## src/rtl/rf_wr_arbiter_pkg.sv

```systemverilog
// Shared constants and types for the register-file write arbiter.
// Holds the data width, the register-index width and the XZR index used by every file of the block.
package rf_wr_arbiter_pkg;

    localparam int unsigned RF_WORD  = 64;
    localparam int unsigned RF_REG_W = 5;

    typedef logic [RF_REG_W-1:0] reg_idx_t;

    localparam reg_idx_t RF_XZR = 5'd31;

    localparam logic PORT0 = 1'b0;
    localparam logic PORT1 = 1'b1;

    function automatic logic is_xzr(input reg_idx_t r);
        return r == RF_XZR;
    endfunction

endpackage

```

## src/rtl/rf_wr_fifo.sv

```systemverilog
// Small synchronous FIFO of {reg, data} write requests.
// Every valid entry's register index is exposed so the top level can check for hazards.
module rf_wr_fifo
    import rf_wr_arbiter_pkg::*;
#(
    parameter int unsigned FIFO_DEPTH = 2,
    parameter int unsigned WORD       = RF_WORD
) (
    input  logic                                 clk,
    input  logic                                 rst_n,
    input  logic                                 push,
    input  logic [RF_REG_W-1:0]                  push_reg,
    input  logic [WORD-1:0]                      push_data,
    input  logic                                 pop,
    output logic                                 full,
    output logic                                 empty,
    output logic [RF_REG_W-1:0]                  head_reg,
    output logic [WORD-1:0]                      head_data,
    output logic [FIFO_DEPTH-1:0]                ent_valid,
    output logic [FIFO_DEPTH-1:0][RF_REG_W-1:0]  ent_reg
);

    localparam int unsigned PTR_W = $clog2(FIFO_DEPTH);

    logic [RF_REG_W-1:0]   mem_reg_q  [FIFO_DEPTH];
    logic [WORD-1:0]       mem_data_q [FIFO_DEPTH];
    logic [FIFO_DEPTH-1:0] valid_q, valid_d;
    logic [PTR_W-1:0]      wr_ptr_q, rd_ptr_q;
    logic [PTR_W:0]        count_q, count_d;
    logic                  do_push, do_pop;

    // full comes only from the registered count, so a full FIFO never accepts
    // even when it is popped in the same cycle
    assign full    = (count_q == (PTR_W+1)'(FIFO_DEPTH));
    assign empty   = (count_q == '0);
    assign do_push = push & ~full;
    assign do_pop  = pop & ~empty;

    assign head_reg  = mem_reg_q[rd_ptr_q];
    assign head_data = mem_data_q[rd_ptr_q];
    assign ent_valid = valid_q;

    always_comb begin
        for (int i = 0; i < FIFO_DEPTH; i++) begin
            ent_reg[i] = mem_reg_q[i];
        end
    end

    always_comb begin
        valid_d = valid_q;
        count_d = count_q;
        if (do_pop) begin
            valid_d[rd_ptr_q] = 1'b0;
        end
        if (do_push) begin
            valid_d[wr_ptr_q] = 1'b1;
        end
        case ({do_push, do_pop})
            2'b10:   count_d = count_q + (PTR_W+1)'(1);
            2'b01:   count_d = count_q - (PTR_W+1)'(1);
            default: count_d = count_q;
        endcase
    end

    always_ff @(posedge clk or negedge rst_n) begin
        if (!rst_n) begin
            valid_q  <= '0;
            count_q  <= '0;
            wr_ptr_q <= '0;
            rd_ptr_q <= '0;
        end else begin
            valid_q <= valid_d;
            count_q <= count_d;
            if (do_push) begin
                wr_ptr_q <= wr_ptr_q + PTR_W'(1);
            end
            if (do_pop) begin
                rd_ptr_q <= rd_ptr_q + PTR_W'(1);
            end
        end
    end

    always_ff @(posedge clk or negedge rst_n) begin
        if (!rst_n) begin
            for (int i = 0; i < FIFO_DEPTH; i++) begin
                mem_reg_q[i]  <= '0;
                mem_data_q[i] <= '0;
            end
        end else if (do_push) begin
            mem_reg_q[wr_ptr_q]  <= push_reg;
            mem_data_q[wr_ptr_q] <= push_data;
        end
    end

endmodule

```

## src/rtl/rf_wr_arbiter.sv

```systemverilog
// Two-port writeback arbiter in front of the single register-file write port, with a hazard scoreboard.
// Define RF_ARB_RR_EN for round-robin arbitration; otherwise port 0 has fixed priority.
module rf_wr_arbiter
    import rf_wr_arbiter_pkg::*;
#(
    parameter int unsigned WORD       = RF_WORD,
    parameter int unsigned FIFO_DEPTH = 2
) (
    input  logic                clk,
    input  logic                rst_n,
    input  logic                req0_valid,
    output logic                req0_ready,
    input  logic [RF_REG_W-1:0] req0_reg,
    input  logic [WORD-1:0]     req0_data,
    input  logic                req1_valid,
    output logic                req1_ready,
    input  logic [RF_REG_W-1:0] req1_reg,
    input  logic [WORD-1:0]     req1_data,
    output logic                RegWrite,
    output logic [RF_REG_W-1:0] w_reg,
    output logic [WORD-1:0]     w_data,
    input  logic [RF_REG_W-1:0] q_reg1,
    input  logic [RF_REG_W-1:0] q_reg2,
    output logic                q_busy1,
    output logic                q_busy2,
    output logic                idle
);

    logic                                full0, full1, empty0, empty1;
    logic                                push0, push1, grant0, grant1, prio0;
    logic [RF_REG_W-1:0]                 head0_reg, head1_reg;
    logic [WORD-1:0]                     head0_data, head1_data;
    logic [FIFO_DEPTH-1:0]               ent0_valid, ent1_valid;
    logic [FIFO_DEPTH-1:0][RF_REG_W-1:0] ent0_reg, ent1_reg;
    logic                                reg_write_q;
    logic [RF_REG_W-1:0]                 w_reg_q;
    logic [WORD-1:0]                     w_data_q;

    assign req0_ready = ~full0;
    assign req1_ready = ~full1;

    // XZR writes complete the handshake but are never stored
    assign push0 = req0_valid & ~full0 & ~is_xzr(req0_reg);
    assign push1 = req1_valid & ~full1 & ~is_xzr(req1_reg);

    rf_wr_fifo #(
        .FIFO_DEPTH (FIFO_DEPTH),
        .WORD       (WORD)
    ) u_fifo0 (
        .clk       (clk),
        .rst_n     (rst_n),
        .push      (push0),
        .push_reg  (req0_reg),
        .push_data (req0_data),
        .pop       (grant0),
        .full      (full0),
        .empty     (empty0),
        .head_reg  (head0_reg),
        .head_data (head0_data),
        .ent_valid (ent0_valid),
        .ent_reg   (ent0_reg)
    );

    rf_wr_fifo #(
        .FIFO_DEPTH (FIFO_DEPTH),
        .WORD       (WORD)
    ) u_fifo1 (
        .clk       (clk),
        .rst_n     (rst_n),
        .push      (push1),
        .push_reg  (req1_reg),
        .push_data (req1_data),
        .pop       (grant1),
        .full      (full1),
        .empty     (empty1),
        .head_reg  (head1_reg),
        .head_data (head1_data),
        .ent_valid (ent1_valid),
        .ent_reg   (ent1_reg)
    );

`ifdef RF_ARB_RR_EN
    logic last_grant_q;

    // resets to port 1 so port 0 wins the first contention
    always_ff @(posedge clk or negedge rst_n) begin
        if (!rst_n) begin
            last_grant_q <= PORT1;
        end else if (grant0 | grant1) begin
            last_grant_q <= grant1 ? PORT1 : PORT0;
        end
    end

    assign prio0 = (last_grant_q == PORT1);
`else
    assign prio0 = 1'b1;
`endif

    assign grant0 = ~empty0 & (empty1 | prio0);
    assign grant1 = ~empty1 & ~grant0;

    always_ff @(posedge clk or negedge rst_n) begin
        if (!rst_n) begin
            reg_write_q <= 1'b0;
            w_reg_q     <= '0;
            w_data_q    <= '0;
        end else begin
            reg_write_q <= grant0 | grant1;
            if (grant0 | grant1) begin
                w_reg_q  <= grant1 ? head1_reg : head0_reg;
                w_data_q <= grant1 ? head1_data : head0_data;
            end
        end
    end

    assign RegWrite = reg_write_q;
    assign w_reg    = w_reg_q;
    assign w_data   = w_data_q;
    assign idle     = empty0 & empty1 & ~reg_write_q;

    always_comb begin
        q_busy1 = reg_write_q && (w_reg_q == q_reg1);
        q_busy2 = reg_write_q && (w_reg_q == q_reg2);
        for (int i = 0; i < FIFO_DEPTH; i++) begin
            if (ent0_valid[i] && (ent0_reg[i] == q_reg1)) q_busy1 = 1'b1;
            if (ent1_valid[i] && (ent1_reg[i] == q_reg1)) q_busy1 = 1'b1;
            if (ent0_valid[i] && (ent0_reg[i] == q_reg2)) q_busy2 = 1'b1;
            if (ent1_valid[i] && (ent1_reg[i] == q_reg2)) q_busy2 = 1'b1;
        end
        if (is_xzr(q_reg1)) q_busy1 = 1'b0;
        if (is_xzr(q_reg2)) q_busy2 = 1'b0;
    end

endmodule

```

## config.mk

```make
export PLATFORM = sky130hd
export DESIGN_NAME = rf_wr_arbiter
export DESIGN_NICKNAME = d
export VERILOG_FILES = /design/src/rtl/rf_wr_arbiter_pkg.sv /design/src/rtl/rf_wr_fifo.sv /design/src/rtl/rf_wr_arbiter.sv
export SDC_FILE = /design/constraint.sdc
export NUM_CORES = 1
export LEC_CHECK = 0
export BUFFER_PORTS_ARGS = -buffer_cell sky130_fd_sc_hd__buf_2
export CAP_MARGIN = 20
export CORE_ASPECT_RATIO = 1.4
export CORE_MARGIN = 5
export CORE_UTILIZATION = 31
export DETAILED_ROUTE_END_ITERATION = 7
export HOLD_SLACK_MARGIN = 0.03
export PLACE_DENSITY = 0.6
export SLEW_MARGIN = 10
export SYNTH_ARGS = -nofsm -noshare
export SYNTH_HDL_FRONTEND = slang
export SYNTH_SLANG_ARGS = --single-unit
```

## constraint.sdc

```tcl
create_clock -name clk -period 4.2 [get_ports clk]
set_input_delay 0.21 -clock clk [delete_from_list [all_inputs] [get_ports clk]]
set_output_delay 0.21 -clock clk [all_outputs]
set_load 0.1 [all_outputs]
```

Word level (Yosys, flattened, before mapping)

Cells that the tools add are included.

Register bits: 358
Latch bits: 0
Memory bits (writable): 0
Bits in read-only memories: 0
Bits of input ports: 152
Output and inout port bits: 75
Logic and storage cells: 159
Memories: 0

Add/subtract/negate cells: 8
$mul: 0
Divide/modulo/power cells: 0
Order comparisons: 14
Equal/unequal tests: 20
Shift operators: 0
Muxes and demuxes: 50
Bitwise logic cells: 28
Reductions and logical operators: 20

Operator list:

| cell                | count |
|---|---|
| $mux 64             | 9 |
| $bwmux 128          | 2 |
| $demux 64 s1        | 2 |
| $eq 5x5->1          | 10 |
| $mux 5              | 9 |
| $bwmux 10           | 2 |
| $eq 5x5->1 const B  | 4 |
| $logic_and 1x1->1   | 16 |
| $mux 1              | 14 |
| $and 1x1->1         | 10 |
| $demux 5 s1         | 2 |
| $eq 2x2->1 const B  | 4 |
| $ge 2x2->1 const B  | 4 |
| $lt 1x2->1 const B  | 4 |
| $mux 2              | 4 |
| $not 1->2           | 4 |
| $pmux 2 s2          | 2 |
| $not 1->1           | 7 |
| $add 1x1->1 const B | 4 |
| $add 2x1->2 const B | 2 |
| $and 2x2->2         | 2 |
| $demux 1 s1         | 4 |
| $eq 2x1->1 const B  | 2 |
| $ge 1x1->1 const B  | 4 |
| other kinds (7)     | 13 |

Depth between registers and ports, before layout

Depth after elaboration: 9
Depth in mapped cells: 7
Depth with buffers taken out: 6

Modules after synthesis

From an unflattened synthesis, not the netlist that was laid out.

Cells, all modules: 1,187
Area, all modules: 16,281.9 µm²

By module, submodules not included:

| module        | instances | cells each | area an instance (µm²) | seq. area each (µm²) |
|---|---|---|---|---|
| rf_wr_fifo    | 2         | 393        | 6,179.7                | 3,603.5 |
| rf_wr_arbiter | 1         | 401        | 3,922.5                | 1,751.7 |

Worst setup path after synthesis

OpenSTA, ideal clock, no wires.

Path type: reg-to-output
From: reg w_reg_q[3] (netlist: w_reg[3])
To: out q_busy2
Arrival time: 3.200 ns
Data required time: 3.990 ns
Setup slack: 0.790 ns
Cell stages (with the launch flop): 6
Buffers on the path: 0
Cells stage by stage: dfrtp_1 -> xor2_1 -> nor4_1 -> nand3_1 -> nand3_1 -> a2bb2oi_1

Word-level cells in the longest chain between the ends: 7

RTL lines:

| element                | RTL line             | source |
|---|---|---|
| from (decl)            | rf_wr_arbiter.sv:36  | `logic [RF_REG_W-1:0] w_reg_q;` |
| from (signal assigned) | rf_wr_arbiter.sv:110 | `w_reg_q <= grant1 ? head1_reg : head0_reg;` |
| $eq 5x5->1             | rf_wr_arbiter.sv:123 | `q_busy2 = reg_write_q && (w_reg_q == q_reg2);` |
| $logic_and 1x1->1      | rf_wr_arbiter.sv:123 |  |
| $mux 1                 | rf_wr_arbiter.sv:127 | `if (ent0_valid[i] && (ent0_reg[i] == q_reg2)) q_busy2 = 1'b1;` |
| $mux 1                 | rf_wr_arbiter.sv:128 | `if (ent1_valid[i] && (ent1_reg[i] == q_reg2)) q_busy2 = 1'b1;` |
| $mux 1                 | rf_wr_arbiter.sv:127 |  |
| $mux 1                 | rf_wr_arbiter.sv:128 |  |
| $mux 1                 | rf_wr_arbiter.sv:131 | `if (is_xzr(q_reg2)) q_busy2 = 1'b0;` |
| to (decl)              | rf_wr_arbiter.sv:25  | `output logic q_busy2,` |

No other way between the ends.

Worst setup path in the final report

From: reg u_fifo1.count_q[1]
To: out idle

Word-level cells in the longest chain between the ends: 3

RTL lines:

| element                  | RTL line             | source |
|---|---|---|
| from (decl)              | rf_wr_fifo.sv:29     | `logic [PTR_W:0] count_q, count_d;` |
| from (signal assigned)   | rf_wr_fifo.sv:73     | `count_q <= count_d;` |
| $logic_not 2->1          | rf_wr_fifo.sv:35     | `assign empty = (count_q == '0);` |
| $and 1x1->1 (2 in a row) | rf_wr_arbiter.sv:119 | `assign idle = empty0 & empty1 & ~reg_write_q;` |
| to (decl)                | rf_wr_arbiter.sv:26  | `output logic idle` |

No other way between the ends.

==> impl_metrics.csv <==
group,metric,value,unit
critical_path,rrSetupSlack,1.67,ns
critical_path,criticalPathCategory,"reg -> out",
timing,tightestPinTransition,1.03,ns
timing,finalClockSkew,0.0197,ns
critical_path,path_cells,"nor2_1 > nand2_4 > nor2_1 > buf_2",
cts,cts.path.max_buffers,3,
synthesis,syn_nets,1259,
pwr,ir_drop,0.638,mV
synthesis,synth_top_area_share,0.573,
timing,report.final.slew_viol_count,0,
timing,fin_crit,2.81,ns
pwr,powerDensity,880,nW/um2
timing,hold_viol,0,
synthesis,ys.flop_type,"dfrtp_1",
cts,cts.clk_slew.worst_paths,0.06,ns
routing,via_count,10336,
routing,drt_iter0_drc,372,
synthesis,synth-edff-count,0,
run,maxCapViolCount,0,
place,globalplace.congestion,0.822,
timing,slew_headroom,0.313,
die,die_y,276,um
grt,groute.usage.overall,0.150,
synthesis,synth_warnings,0,
critical_path,path_buf_inv,1,
place,dp_hpwl,27000,um
grt,grt_first_pass_wirelength,64700,um
timing,max_freq,356,MHz
routing,drtPass1Iterations,4,
run_status,outcome,"finished clean",
critical_path,crit_start,"u_fifo1.count_q[1]",
finish,final_nets,1610,
synthesis,synth_cell_type_count,36,
place,place_area,17400,um2
synthesis,yosys.area.top_type,"dfrtp_1",
critical_path,path_common_cell,"nor2_1",
grt,antenna_found_initial,3,
cts,root_buffer,"clkbuf_16",
finish,final_cell_area,20200,um2
critical_path,startpoint_type,"flip-flop",
pwr,power_leakage,0.00895,uW
min_path,hold_path.class,"in -> async",
cts,htreeDepth,2,
grt,grt_pass1_vias,11285,
place,io_buffers,226,
critical_path,cpPeakStageDelay,0.52,ns
routing,wl_per_cell,19.4,um
cts,post_cts_buffers,0,
routing,avgViaCountPerCell,4.84,
die,die_w,200,um
critical_path,cp.required,3.99,ns
die,num_rows,97,
timing,setup-tns-final,0,ns
routing,remaining_drc_errors,0,
timing,min_period_over_period,0.668,
timing,setup_viol,0,
critical_path,endpoint_kind,"output port",
finish,post-route-util,0.403,
synthesis,syn_area,15600,um2
finish,layout-drive-gt1-share,0.403,
cts,cts_tree,"done",
cts,cts_made_buffers,39,
critical_path,path_max_fanout,33,
synthesis,async_reset_ff_frac,1.00,
grt,overflow,0,
critical_path,cp.arrival,2.60,ns
synthesis,synthCells,1106,
die,io_pins,227,
synthesis,yosysSeqAreaShare,0.573,
critical_path,r2r-start,"u_fifo0.count_q[1]",
routing,wirelength,41500,um
synthesis,ys_ff_latch,358,
grt,grt_max_degree,112,
synthesis,syn-mean-instance-area,14.1,um2
critical_path,crit_slowest_cell,"nor2_1",
timing,rsz0062_at_grt,"no",
die,start_util,0.313,
cts,clock_latency,0.55,ns
finish,area_delta_synth_final,28.8,%
critical_path,cp_top_family,"simple AND/OR/NAND/NOR gates",
die,dieArea,55100,um2
synthesis,yosys-top-cells-area,"dfrtp_1 (57%), mux2_2 (19%), mux2i_1 (8.8%)",
cts,cts_num_sinks,358,
die,design.core.area,50000,um2
routing,ant_nets,0,
finish,fillers,4750,
==> per-layer routing <==
metal / GRT usage / vias up / share of wire
li1: - / 4716 / -
met1: 0.186 / 5346 / 0.41
met2: 0.263 / 211 / 0.52
met3: 0.0243 / 63 / 0.039
met4: 0.0528 / 0 / 0.029
met5: 0 / - / 0
==> timing repair <==
| action | in CTS | in global routing |
|---|---|---|
| endpoints found under the hold margin | 384 | 0 |
| gates resized for setup | 0 | 0 |
| hold buffers | 141 | 0 |
==> cells in the final DEF (no fill, tap or decap), drive strengths merged, types with 2 or more instances in the layout <==
cell and n:
a221oi 68, a2bb2oi 2, and4 2, buf 245, clkbuf 60, clkinv 8
dfrtp 358, diode 3, dlygate4sd3 141, inv 3, mux2 276, mux2i 138
nand2 12, nand2b 3, nand3 14, nor2 76, nor4 10, o21ai 4
xnor2 15, xor2 41
==> cell families after synthesis <==
| kind of cell | count (synthesis) | share of synthesized area |
|---|---|---|
| flops | 358 | 0.573 |
| buf+inv | 77 | 0.0271 |
| mux | 414 | 0.289 |
| compound gates | 80 | 0.0442 |
| fa+ha+maj | 1 | 0.000800 |
| simple gates | 120 | 0.0342 |
| xor+xnor | 56 | 0.0314 |
==> synth_stat cells, types with 2 or more instances <==
| cell | n |
|---|---|
| a221oi_1 | 68 |
| a2bb2oi_1 | 2 |
| and4_1 | 2 |
| buf_1 | 3 |
| buf_2 | 30 |
| buf_4 | 10 |
| buf_6 | 8 |
| clkbuf_1 | 25 |
| dfrtp_1 | 358 |
| mux2_2 | 266 |
| mux2_4 | 10 |
| mux2i_1 | 138 |
| nand2_1 | 11 |
| nand3_1 | 14 |
| nor2_1 | 74 |
| nor2_2 | 2 |
| nor4_1 | 10 |
| o21ai_0 | 3 |
| xnor2_1 | 15 |
| xor2_1 | 41 |
==> cell type report <==
cell class                      instances  area [um2]  share of cell area
Timing Repair Buffer                  386        2730               0.136
Multi-Input combinational cell        671        6310               0.313
Tap cell                              643         805              0.0399
Clock buffer                           60        1220              0.0604
Antenna cell                            3        7.51            0.000373
Sequential cell                       358        8970               0.445
Inverter                                1        3.75            0.000186
Clock inverter                         12         114             0.00565
==> per-stage QoR <==
stage          power, uW  hold WS, ns  std cells  setup WS, ns
2_1_floorplan      12500      -0.0856       1106         0.790
3_3_place_gp       14000        0.330       1917          1.71
3_5_place_dp       14300        0.344       1917          1.70
4_1_cts            18000        0.323       2130          1.31
5_1_grt            18700        0.411       2134          1.21
6_report           17700        0.291       2134          1.39
==> final timing paths <==
| check | end | depth (start not counted) |
|---|---|---|
| min | u_fifo0.mem_data_q[109] | 2 |
| max in group asynchronous | w_data[59] | 3 |
| max | idle | 4 |
| max reg2reg | w_data[50] | 5 |
| min reg2reg | u_fifo1.mem_data_q[64] | 1 |
| min in group clk | u_fifo0.mem_data_q[96] | 3 |
==> power by group <==
part	switching, uW	total [uW]	internal [uW]	leakage (uW)
sequential	1340	6580	5230	0.00418
combinational	4760	7670	2910	0.00411
clock	1420	3490	2070	0.000659
total	7530	17700	10200	0.00895
(Power assumes the default switching activity.)
